## config.mk

```make
export PLATFORM = sky130hd
export DESIGN_NAME = vga_timing_pipe
export DESIGN_NICKNAME = d
export VERILOG_FILES = /design/src/rtl/vga_timing_pipe.sv
export SDC_FILE = /design/constraint.sdc
export NUM_CORES = 1
export LEC_CHECK = 0
export CAP_MARGIN = 5
export CORE_ASPECT_RATIO = 1.1
export CORE_MARGIN = 2
export CORE_UTILIZATION = 34
export DETAILED_ROUTE_END_ITERATION = 10
export GPL_TIMING_DRIVEN = 1
export SYNTH_ARGS = -nofsm -noshare
export SYNTH_HDL_FRONTEND = slang
export SYNTH_SLANG_ARGS = --single-unit
```

## constraint.sdc

```tcl
create_clock -name clk -period 2.35 [get_ports clk]
set_clock_uncertainty 0.1 [all_clocks]
set_input_delay 0.47 -clock clk [delete_from_list [all_inputs] [get_ports clk]]
set_output_delay 0.47 -clock clk [all_outputs]
set_load 0.02 [all_outputs]
```

## src/rtl/vga_timing_pipe.sv

```systemverilog
// VGA timing generator. It issues pixel-coordinate requests to an external
// source, re-aligns the returned data with sync through a fixed delay line,
// and provides built-in test patterns that switch only on frame boundaries.
module vga_timing_pipe #(
    parameter int   PIXEL_BITS   = 4,
    parameter int   CLK_DIV      = 2,
    parameter int   H_ACTIVE     = 640,
    parameter int   H_FP         = 16,
    parameter int   H_SYNC       = 96,
    parameter int   H_BP         = 48,
    parameter int   V_ACTIVE     = 480,
    parameter int   V_FP         = 10,
    parameter int   V_SYNC       = 2,
    parameter int   V_BP         = 33,
    parameter logic H_SYNC_POL   = 1'b0,
    parameter logic V_SYNC_POL   = 1'b0,
    parameter int   DATA_LATENCY = 2,
    parameter int   CHECK_SHIFT  = 3,
    localparam int  H_TOTAL      = H_ACTIVE + H_FP + H_SYNC + H_BP,
    localparam int  V_TOTAL      = V_ACTIVE + V_FP + V_SYNC + V_BP,
    localparam int  H_BITS       = $clog2(H_TOTAL),
    localparam int  V_BITS       = $clog2(V_TOTAL)
) (
    input  logic                  clk,
    input  logic                  rst,
    input  logic [PIXEL_BITS-1:0] pix_r,
    input  logic [PIXEL_BITS-1:0] pix_g,
    input  logic [PIXEL_BITS-1:0] pix_b,
    input  logic [1:0]            pattern_sel,
    output logic                  pix_tick,
    output logic [H_BITS-1:0]     vga_x,
    output logic [V_BITS-1:0]     vga_y,
    output logic                  vga_req,
    output logic [PIXEL_BITS-1:0] vga_r,
    output logic [PIXEL_BITS-1:0] vga_g,
    output logic [PIXEL_BITS-1:0] vga_b,
    output logic                  h_sync,
    output logic                  v_sync,
    output logic                  vga_active,
    output logic                  frame_start,
    output logic                  line_start
);

    localparam int DIV_BITS = (CLK_DIV > 1) ? $clog2(CLK_DIV) : 1;
    localparam int CW       = 3 * PIXEL_BITS;
    localparam int BAR_W    = H_ACTIVE / 8;

    localparam logic [DIV_BITS-1:0] DIV_LAST = DIV_BITS'(CLK_DIV - 1);
    localparam logic [H_BITS-1:0]   H_LAST   = H_BITS'(H_TOTAL - 1);
    localparam logic [H_BITS-1:0]   H_ACT    = H_BITS'(H_ACTIVE);
    localparam logic [H_BITS-1:0]   HS_START = H_BITS'(H_ACTIVE + H_FP);
    localparam logic [H_BITS-1:0]   HS_END   = H_BITS'(H_ACTIVE + H_FP + H_SYNC - 1);
    localparam logic [V_BITS-1:0]   V_LAST   = V_BITS'(V_TOTAL - 1);
    localparam logic [V_BITS-1:0]   V_ACT    = V_BITS'(V_ACTIVE);
    localparam logic [V_BITS-1:0]   VS_START = V_BITS'(V_ACTIVE + V_FP);
    localparam logic [V_BITS-1:0]   VS_END   = V_BITS'(V_ACTIVE + V_FP + V_SYNC - 1);

    // Everything the output stage needs about one requested position.
    typedef struct packed {
        logic          hs;
        logic          vs;
        logic          req;
        logic          sol;
        logic          sof;
        logic          ext;
        logic [CW-1:0] col;
    } pipe_t;

    logic [DIV_BITS-1:0] div_q, div_d;
    logic [H_BITS-1:0]   h_cnt_q, h_cnt_d;
    logic [V_BITS-1:0]   v_cnt_q, v_cnt_d;
    logic [1:0]          pat_q;
    logic                h_last, v_last, tick;

    logic [H_BITS-1:0]   vga_x_q;
    logic [V_BITS-1:0]   vga_y_q;
    logic                vga_req_q;
    pipe_t               s0;
    pipe_t               pipe_q [DATA_LATENCY];
    pipe_t               tail;

    logic [2:0]          bar_idx;
    logic                chk;

    logic [CW-1:0]       rgb_q, rgb_d;
    logic                hs_q, vs_q, act_q, fs_q, ls_q;

    assign h_last = (h_cnt_q == H_LAST);
    assign v_last = (v_cnt_q == V_LAST);
    // Held low during reset so CLK_DIV=1 does not show a tick under reset.
    assign tick   = (div_q == DIV_LAST) && !rst;
    assign tail   = pipe_q[DATA_LATENCY-1];

    // Next-state for the clock divider and the raster counters.
    always_comb begin
        div_d   = (div_q == DIV_LAST) ? '0 : div_q + 1'b1;
        h_cnt_d = h_last ? '0 : h_cnt_q + 1'b1;
        v_cnt_d = v_cnt_q;
        if (h_last) v_cnt_d = v_last ? '0 : v_cnt_q + 1'b1;
    end

    // Free-running divider producing the one-clk pixel enable.
    always_ff @(posedge clk) begin
        if (rst) div_q <= '0;
        else     div_q <= div_d;
    end

    // Raster counters; the pattern is captured as the counters wrap to (0,0).
    always_ff @(posedge clk) begin
        if (rst) begin
            h_cnt_q <= '0;
            v_cnt_q <= '0;
            pat_q   <= '0;
        end else if (tick) begin
            h_cnt_q <= h_cnt_d;
            v_cnt_q <= v_cnt_d;
            if (h_last && v_last) pat_q <= pattern_sel;
        end
    end

    // Bar index by boundary comparison; anything past bar 7 stays in bar 7.
    always_comb begin
        bar_idx = '0;
        for (int k = 1; k < 8; k++)
            if (int'(h_cnt_q) >= k * BAR_W) bar_idx = 3'(k);
        chk = (|((h_cnt_q >> CHECK_SHIFT) & H_BITS'(1))) ^
              (|((v_cnt_q >> CHECK_SHIFT) & V_BITS'(1)));
    end

    // Stage-0 attributes of the position being requested this tick.
    always_comb begin
        s0     = '0;
        s0.hs  = (h_cnt_q >= HS_START) && (h_cnt_q <= HS_END);
        s0.vs  = (v_cnt_q >= VS_START) && (v_cnt_q <= VS_END);
        s0.req = (h_cnt_q < H_ACT) && (v_cnt_q < V_ACT);
        s0.sol = (h_cnt_q == '0);
        s0.sof = (h_cnt_q == '0) && (v_cnt_q == '0);
        s0.ext = (pat_q == 2'd0);
        case (pat_q)
            2'd1:    s0.col = {{PIXEL_BITS{bar_idx[2]}}, {PIXEL_BITS{bar_idx[1]}},
                               {PIXEL_BITS{bar_idx[0]}}};
            2'd2:    s0.col = {CW{chk}};
            2'd3:    s0.col = '1;
            default: s0.col = '0;
        endcase
    end

    // Request registers plus the delay line matching the source latency.
    always_ff @(posedge clk) begin
        if (rst) begin
            vga_x_q   <= '0;
            vga_y_q   <= '0;
            vga_req_q <= 1'b0;
            for (int i = 0; i < DATA_LATENCY; i++) pipe_q[i] <= '0;
        end else if (tick) begin
            vga_x_q   <= h_cnt_q;
            vga_y_q   <= v_cnt_q;
            vga_req_q <= s0.req;
            pipe_q[0] <= s0;
            for (int i = 1; i < DATA_LATENCY; i++) pipe_q[i] <= pipe_q[i-1];
        end
    end

    // Colour source select for the position leaving the delay line.
    always_comb begin
        rgb_d = '0;
        if (tail.req) rgb_d = tail.ext ? {pix_r, pix_g, pix_b} : tail.col;
    end

    // Output registers; the start pulses last one clk, the rest hold.
    always_ff @(posedge clk) begin
        if (rst) begin
            rgb_q <= '0;
            hs_q  <= ~H_SYNC_POL;
            vs_q  <= ~V_SYNC_POL;
            act_q <= 1'b0;
            fs_q  <= 1'b0;
            ls_q  <= 1'b0;
        end else begin
            fs_q <= 1'b0;
            ls_q <= 1'b0;
            if (tick) begin
                rgb_q <= rgb_d;
                hs_q  <= tail.hs ? H_SYNC_POL : ~H_SYNC_POL;
                vs_q  <= tail.vs ? V_SYNC_POL : ~V_SYNC_POL;
                act_q <= tail.req;
                fs_q  <= tail.sof;
                ls_q  <= tail.sol;
            end
        end
    end

    assign pix_tick    = tick;
    assign vga_x       = vga_x_q;
    assign vga_y       = vga_y_q;
    assign vga_req     = vga_req_q;
    assign {vga_r, vga_g, vga_b} = rgb_q;
    assign h_sync      = hs_q;
    assign v_sync      = vs_q;
    assign vga_active  = act_q;
    assign frame_start = fs_q;
    assign line_start  = ls_q;

endmodule
```

==> results.yml, run 1 <==
drt:
  post-route-drc-count: 0
  initialDrtViolationCount: 93
  detail-route-antenna-nets: 0
  route.detailed.wl_per_inst_um: 13.2
  drt_wl_total_mm: 6.86
  detailroute.via_count: 2498
  firstDrtPassIters: 4
  via_density_per_instance: 4.79
cells_and_area:
  fillers: 922
  postLayoutCellArea_um2: 4190
  mostFrequentLayoutCells: "61 x dfxtp_1, 53 x clkdlybuf4s50_1, 42 x nor2_1"
  insertedDiodeCount: 0
  fin_cells: 521
  syn_to_final_growth_pct: 28.2
  nets: 420
  final_layout_size_suffix_gt1_frac: 0.0965
  final_common_cell: "dfxtp_1"
yosys:
  synthDominantCellAreaShare: 0.374
  synth.yosys.warnings: 0
  proportion_of_synthesized_flip_flops_having_asynchronous_set_or_reset: 0
  synth_edf_count: 18
  synth_cell_type_count: 39
  ys_dominant_reg_cell: "dfxtp_1"
  ys_seq_area_frac: 0.539
  synthesis.nets: 356
  netlist_instances: 335
  yosys_register_bits: 79
  syn-mean-instance-area_um2: 9.76
  cell_area_synth_um2: 3270
  synth_area_leader_cell: "dfxtp_1"
  dominant_cells_by_area_after_synthesis: "dfxtp_1 37%, edfxtp_1 17%, mux2i_1 7.0%"
cts:
  cts.htree.levels: 3
  post_cts_hold_buffer_count: 0
  cts_root_buf: "clkbuf_8"
  max-clock-path-buffers: 2
  cts_setup_buffers: 0
  tritoncts: "done"
  clock_buffers_created_by_tritoncts: 9
  numClockSinks: 79
  postCtsResizedCells: 1
  cts.clk_slew.worst_paths_ps: 80
  clock_insertion_delay_worst_skew_ps: 340
run:
  maxCapViolations: 0
timing:
  worst_slew_margin_rel: 0.703
  final_hold_viol_count: 0
  fmax_mhz: 465
  fin_hold_ws_ps: 341
  final.period_utilization: 0.914
  finalCriticalPeriod_ps: 2150
  max_slew_violation_count: 0
  rsz0062_at_grt: "false"
  worst_max_slew_pin_slew_ps: 441
  fin_tns_setup_ps: 0
  setup_viol: 0
die:
  rows: 37
  fp.dieH_um: 107
  num_io_pins: 55
  initial_core_util: 0.349
  dieArea_um2: 10400
  die_w_um: 97.5
  core-area_um2: 9350
critical_path:
  cp_num_cells: 7
  regToRegSetupSlack_ps: 370
  timing.critical_path.arrival_ps: 2280
  path_cells: "clkdlybuf4s50_1 -> nand3b_1 -> nor4_4 -> nand4_1 -> buf_4 -> mux2i_1 -> nor2_1"
  worst-path-buf-inv: 2
  critical_path.startpoint_type: "input port"
  cp.required_ps: 2480
  max_stage_delay_ps: 490
  reg2reg_depth: 7
  r2r-end: "pat_q[0]"
  cp-startpoint: "rst"
  endpoint: "pat_q[0]"
  crit-reg2reg-launch: "h_cnt_q[1]"
  kind_of_end_point_of_the_critical_path: "flip-flop"
  delay_heaviest_family_cp: "simple AND/OR/NAND/NOR gates"
  critical_path_peak_fanout: 5
  setup.worst_path.class: "input port to flip-flop"
  cell_with_the_largest_stage_delay_on_the_worst_path: "nor4_4"
global_routing:
  grt_pass1_vias: 2396
  grt-ovfl-total: 0
  pin_count_of_the_biggest_net_entering_global_routing: 35
  grt_antenna_before_repair: 0
  grt_use_total: 0.138
  grt_first_pass_wirelength_mm: 11.6
pwr:
  switching_share: 0.230
  leakage_uw: 0.00161
  internal_power_uw: 1950
  power_share_of_the_sequential_group: 0.569
  p_clk_frac: 0.362
  power.combinational.fraction: 0.069
  vdd.ir_drop.worst_uv: 280
  power.net_switching_uw: 580
  power.density_nw_per_um2: 603
placed_design:
  placed_cells: 505
  number_of_port_buffers: 54
  dp_hpwl_mm: 4.73
  gp_routability_congestion: 0.812
  post_dp_cell_area_um2: 4020
outcome:
  status: "finished clean"
min_path:
  timing.hold.worst.class: "flip-flop to flip-flop"
layer usage:
layer / up-vias / track usage / wire, um / share of wire
met5: - / 0 / 0 / 0
met4: 0 / 0.0595 / 138 / 0.020
met3: 11 / 0.0313 / 339 / 0.049
met2: 69 / 0.223 / 3110 / 0.45
met1: 1148 / 0.177 / 3260 / 0.48
li1: 1270 / - / - / -
final cells by class:
class | instances | area [um^2] | share of cell area
clock inverter | 3 | 16.3 | 0.00388
timing repair buffer | 74 | 689 | 0.165
sequential | 79 | 1760 | 0.421
clock buffer | 13 | 159 | 0.0379
inverter | 8 | 30.0 | 0.00717
tap | 117 | 146 | 0.0349
multi-input combinational | 227 | 1390 | 0.331
per-stage QoR:
| stage | power [uW] | setup slack, ps | util |
|---|---|---|---|
| after detailed placement | 1650 | -159 | 0.429 |
| after CTS | 2570 | 214 | 0.448 |
| after global routing | 2630 | 78.1 | 0.448 |
| after floorplan | 1560 | 429 | - |
| after global placement | 1650 | -111 | 0.429 |
| final | 2530 | 202 | 0.448 |
synthesized netlist by cell type (2+ instances only):
| master | n |
|---|---|
| inv_1 | 8 |
| and2_1 | 11 |
| nand2_1 | 29 |
| buf_2 | 3 |
| a21oi_1 | 19 |
| ha_1 | 5 |
| nand2b_1 | 5 |
| nand4_1 | 8 |
| nor2_1 | 42 |
| o21ai_0 | 18 |
| a21o_1 | 2 |
| nand3_1 | 3 |
| and3_1 | 4 |
| edfxtp_1 | 18 |
| dfxtp_1 | 61 |
| clkbuf_1 | 16 |
| or2_2 | 2 |
| xnor2_1 | 5 |
| and4_1 | 2 |
| xor2_1 | 13 |
| or3_1 | 2 |
| nor3_1 | 14 |
| mux2i_1 | 23 |
| buf_4 | 2 |
| nor2b_1 | 6 |
logic make-up after synthesis:
| family | Yosys count | synth area share |
|---|---|---|
| multiplexers | 23 | 0.0704 |
| AND/OR/NAND/NOR | 135 | 0.206 |
| adder cells (fa/ha/maj) | 6 | 0.0222 |
| buffers and inverters | 29 | 0.0368 |
| flip-flops | 79 | 0.539 |
| AO/OA/AOI/OAI | 45 | 0.0770 |
| XOR/XNOR | 18 | 0.0482 |
power by group through the flow:
stage          registers, uW  clock network [uW]  logic (uW)
6_report                1440                 914         175
2_1_floorplan           1480                   0        84.7
4_1_cts                 1440                 949         178
5_1_grt                 1440                 999         191
3_5_place_dp            1470                   0         178
3_3_place_gp            1470                   0         176
registers in the layout, summed over array words and instances, names as in the netlist:
name,cells
vga_y,10
h_sync,1
v_sync,1
pipe_q,18
h_cnt_q,10
vga_req,1
line_start,1
pat_q,2
vga_active,1
rgb_q,12
v_cnt_q,10
frame_start,1
div_q,1
vga_x,10
how the worst min path moves through the flow:
stage / from / to / slack (ps) / cells past startpoint
6_report: pipe_q[0][31] / frame_start / 340 / 1
5_1_grt: rgb_q[5] / rgb_q[5] / 380 / 2
4_1_cts: pipe_q[0][31] / frame_start / 340 / 1
3_5_place_dp: pipe_q[0][31] / frame_start / 320 / 1
3_3_place_gp: pipe_q[0][32] / line_start / 330 / 1
2_1_floorplan: pipe_q[0][31] / frame_start / 320 / 1
(Power assumes the default switching activity.)
==> run 2: changes to the inputs <==
--- a/config.mk
+++ b/config.mk
@@ -7,7 +7,7 @@
 export LEC_CHECK = 0
 export CAP_MARGIN = 5
 export CORE_ASPECT_RATIO = 1.1
-export CORE_MARGIN = 2
+export CORE_MARGIN = 3
 export CORE_UTILIZATION = 34
 export DETAILED_ROUTE_END_ITERATION = 10
 export GPL_TIMING_DRIVEN = 1
==> results.yml, run 2 (synthesis gave the netlist of run 1 again) <==
critical_path:
  worst-path-buf-inv: 3
  path_cells: "clkdlybuf4s50_1 -> nand2b_1 -> inv_1 -> dlygate4sd2_1"
  crit-reg2reg-launch: "h_cnt_q[7]"
  delay_heaviest_family_cp: "buffers and inverters"
  reg2reg_depth: 6
  timing.critical_path.arrival_ps: 1620
  max_stage_delay_ps: 490
  cp-startpoint: "rst"
  regToRegSetupSlack_ps: 380
  r2r-end: "v_cnt_q[6]"
  critical_path_peak_fanout: 4
  kind_of_end_point_of_the_critical_path: "output port"
  setup.worst_path.class: "input port to output port"
  critical_path.startpoint_type: "input port"
  cell_with_the_largest_stage_delay_on_the_worst_path: "clkdlybuf4s50_1"
  cp.required_ps: 1780
die:
  rows: 36
  initial_core_util: 0.359
  core-area_um2: 9100
  dieArea_um2: 10800
  die_w_um: 99.5
  num_io_pins: 55
  fp.dieH_um: 109
placed_design:
  gp_routability_congestion: 0.776
  dp_hpwl_mm: 4.60
  number_of_port_buffers: 54
  placed_cells: 498
min_path:
  timing.hold.worst.class: "flip-flop to flip-flop"
  worst_hold_path.num_cells: 1
  hold_path.startpoint: "pipe_q[0][32]"
  min_to: "line_start"
timing:
  worst_slew_margin_rel: 0.705
  final.period_utilization: 0.934
  worst_max_slew_pin_slew_ps: 443
  setup_viol: 0
  fin_hold_ws_ps: 343
  finalCriticalPeriod_ps: 2190
  rsz0062_at_grt: "false"
  fmax_mhz: 456
  final_hold_viol_count: 0
  max_slew_violation_count: 0
pwr:
  leakage_uw: 0.00159
  switching_share: 0.228
  power.net_switching_uw: 589
  power.combinational.fraction: 0.065
  power.total_uw: 2580
  power_share_of_the_sequential_group: 0.559
  vdd.ir_drop.worst_uv: 295
  p_clk_frac: 0.377
  power.density_nw_per_um2: 619
  internal_power_uw: 1990
cells_and_area:
  mostFrequentLayoutCells: "61 x dfxtp_1, 53 x clkdlybuf4s50_1, 42 x nor2_1"
  largest_register: "pipe_q"
  final_core_utilization: 0.458
  nets: 416
  fin_cells: 514
  fillers: 874
  insertedDiodeCount: 0
  final_common_cell: "dfxtp_1"
  final_layout_size_suffix_gt1_frac: 0.0900
  largest_register_ff_count: 18
  syn_to_final_growth_pct: 27.6
  layout_top_registers: "pipe_q (18), rgb_q (12)"
cts:
  max-clock-path-buffers: 2
  tritoncts: "done"
  cts_root_buf: "clkbuf_8"
  cts_setup_buffers: 0
  cts.htree.levels: 3
  numClockSinks: 79
  clock_buffers_created_by_tritoncts: 9
  clock_insertion_delay_worst_skew_ps: 340
  cts.clk_slew.worst_paths_ps: 70
outcome:
  status: "finished clean"
global_routing:
  grt_first_pass_wirelength_mm: 11.0
  pin_count_of_the_biggest_net_entering_global_routing: 32
  grt-ovfl-total: 0
  grt_pass1_vias: 2318
  grt_antenna_before_repair: 0
  grt_use_total: 0.127
run:
  maxCapViolations: 0
drt:
  detailroute.via_count: 2457
  initialDrtViolationCount: 57
  via_density_per_instance: 4.78
  detail-route-antenna-nets: 0
  firstDrtPassIters: 4
  route.detailed.wl_per_inst_um: 12.7
  drt_wl_total_mm: 6.54
  post-route-drc-count: 0
run 2: worst register-to-register path, cell delays in order (launching register included):
cell,delay [ps]
dfxtp_1,450
or3_1,400
nor4_4,350
buf_4,230
nand4_1,120
xor2_1,160
nor2_1,50
run 2: through the flow:
| stage | setup TNS, ps | setup slack [ps] | instance area (um^2) |
|---|---|---|---|
| after floorplan | 0 | 429 | 3270 |
| after global placement | -558 | -122 | 3980 |
| after detailed placement | -1000 | -149 | 3980 |
| after CTS | 0 | 119 | 4170 |
| after global routing | 0 | 81.3 | 4170 |
| final | 0 | 156 | 4170 |
run 2: repair_timing:
action                                  4_1_cts  5_1_grt
hold buffers                                  0        0
endpoints found under the hold margin         0        0
endpoints found under the setup margin        1        0
resized for setup                             1        0
run 2: power groups by stage:
stage	clock, uW	sequential (uW)	combinational [uW]
3_5_place_dp	0	1470	169
4_1_cts	1010	1440	170
3_3_place_gp	0	1470	169
5_1_grt	1070	1450	182
6_report	972	1440	167
2_1_floorplan	0	1480	84.7
run 2: layout make-up:
cell class	count	area (um^2)	area share
clock buffer	10	128	0.0306
clock inverter	6	61.3	0.0147
inverter	8	30.0	0.00720
multi-input combinational	227	1390	0.333
sequential	79	1760	0.423
tap	114	143	0.0342
timing repair buffer	70	659	0.158
run 2: layer usage:
metal  vias to the layer above  share of wire  GRT usage
met1                      1115           0.49      0.170
li1                       1264              -          -
met3                        13          0.058     0.0275
met2                        65           0.42      0.190
met5                         -              0          0
met4                         0          0.025     0.0741
run 2: how the worst max path moves through the flow:
| stage | depth (start not counted) | slack (ps) | endpoint |
|---|---|---|---|
| final | 4 | 160 | pix_tick |
| after global routing | 4 | 80 | pix_tick |
| after CTS | 4 | 120 | pix_tick |
| after detailed placement | 4 | -150 | pix_tick |
| after global placement | 4 | -120 | pix_tick |
| after floorplan | 4 | 430 | pipe_q[0][10] |
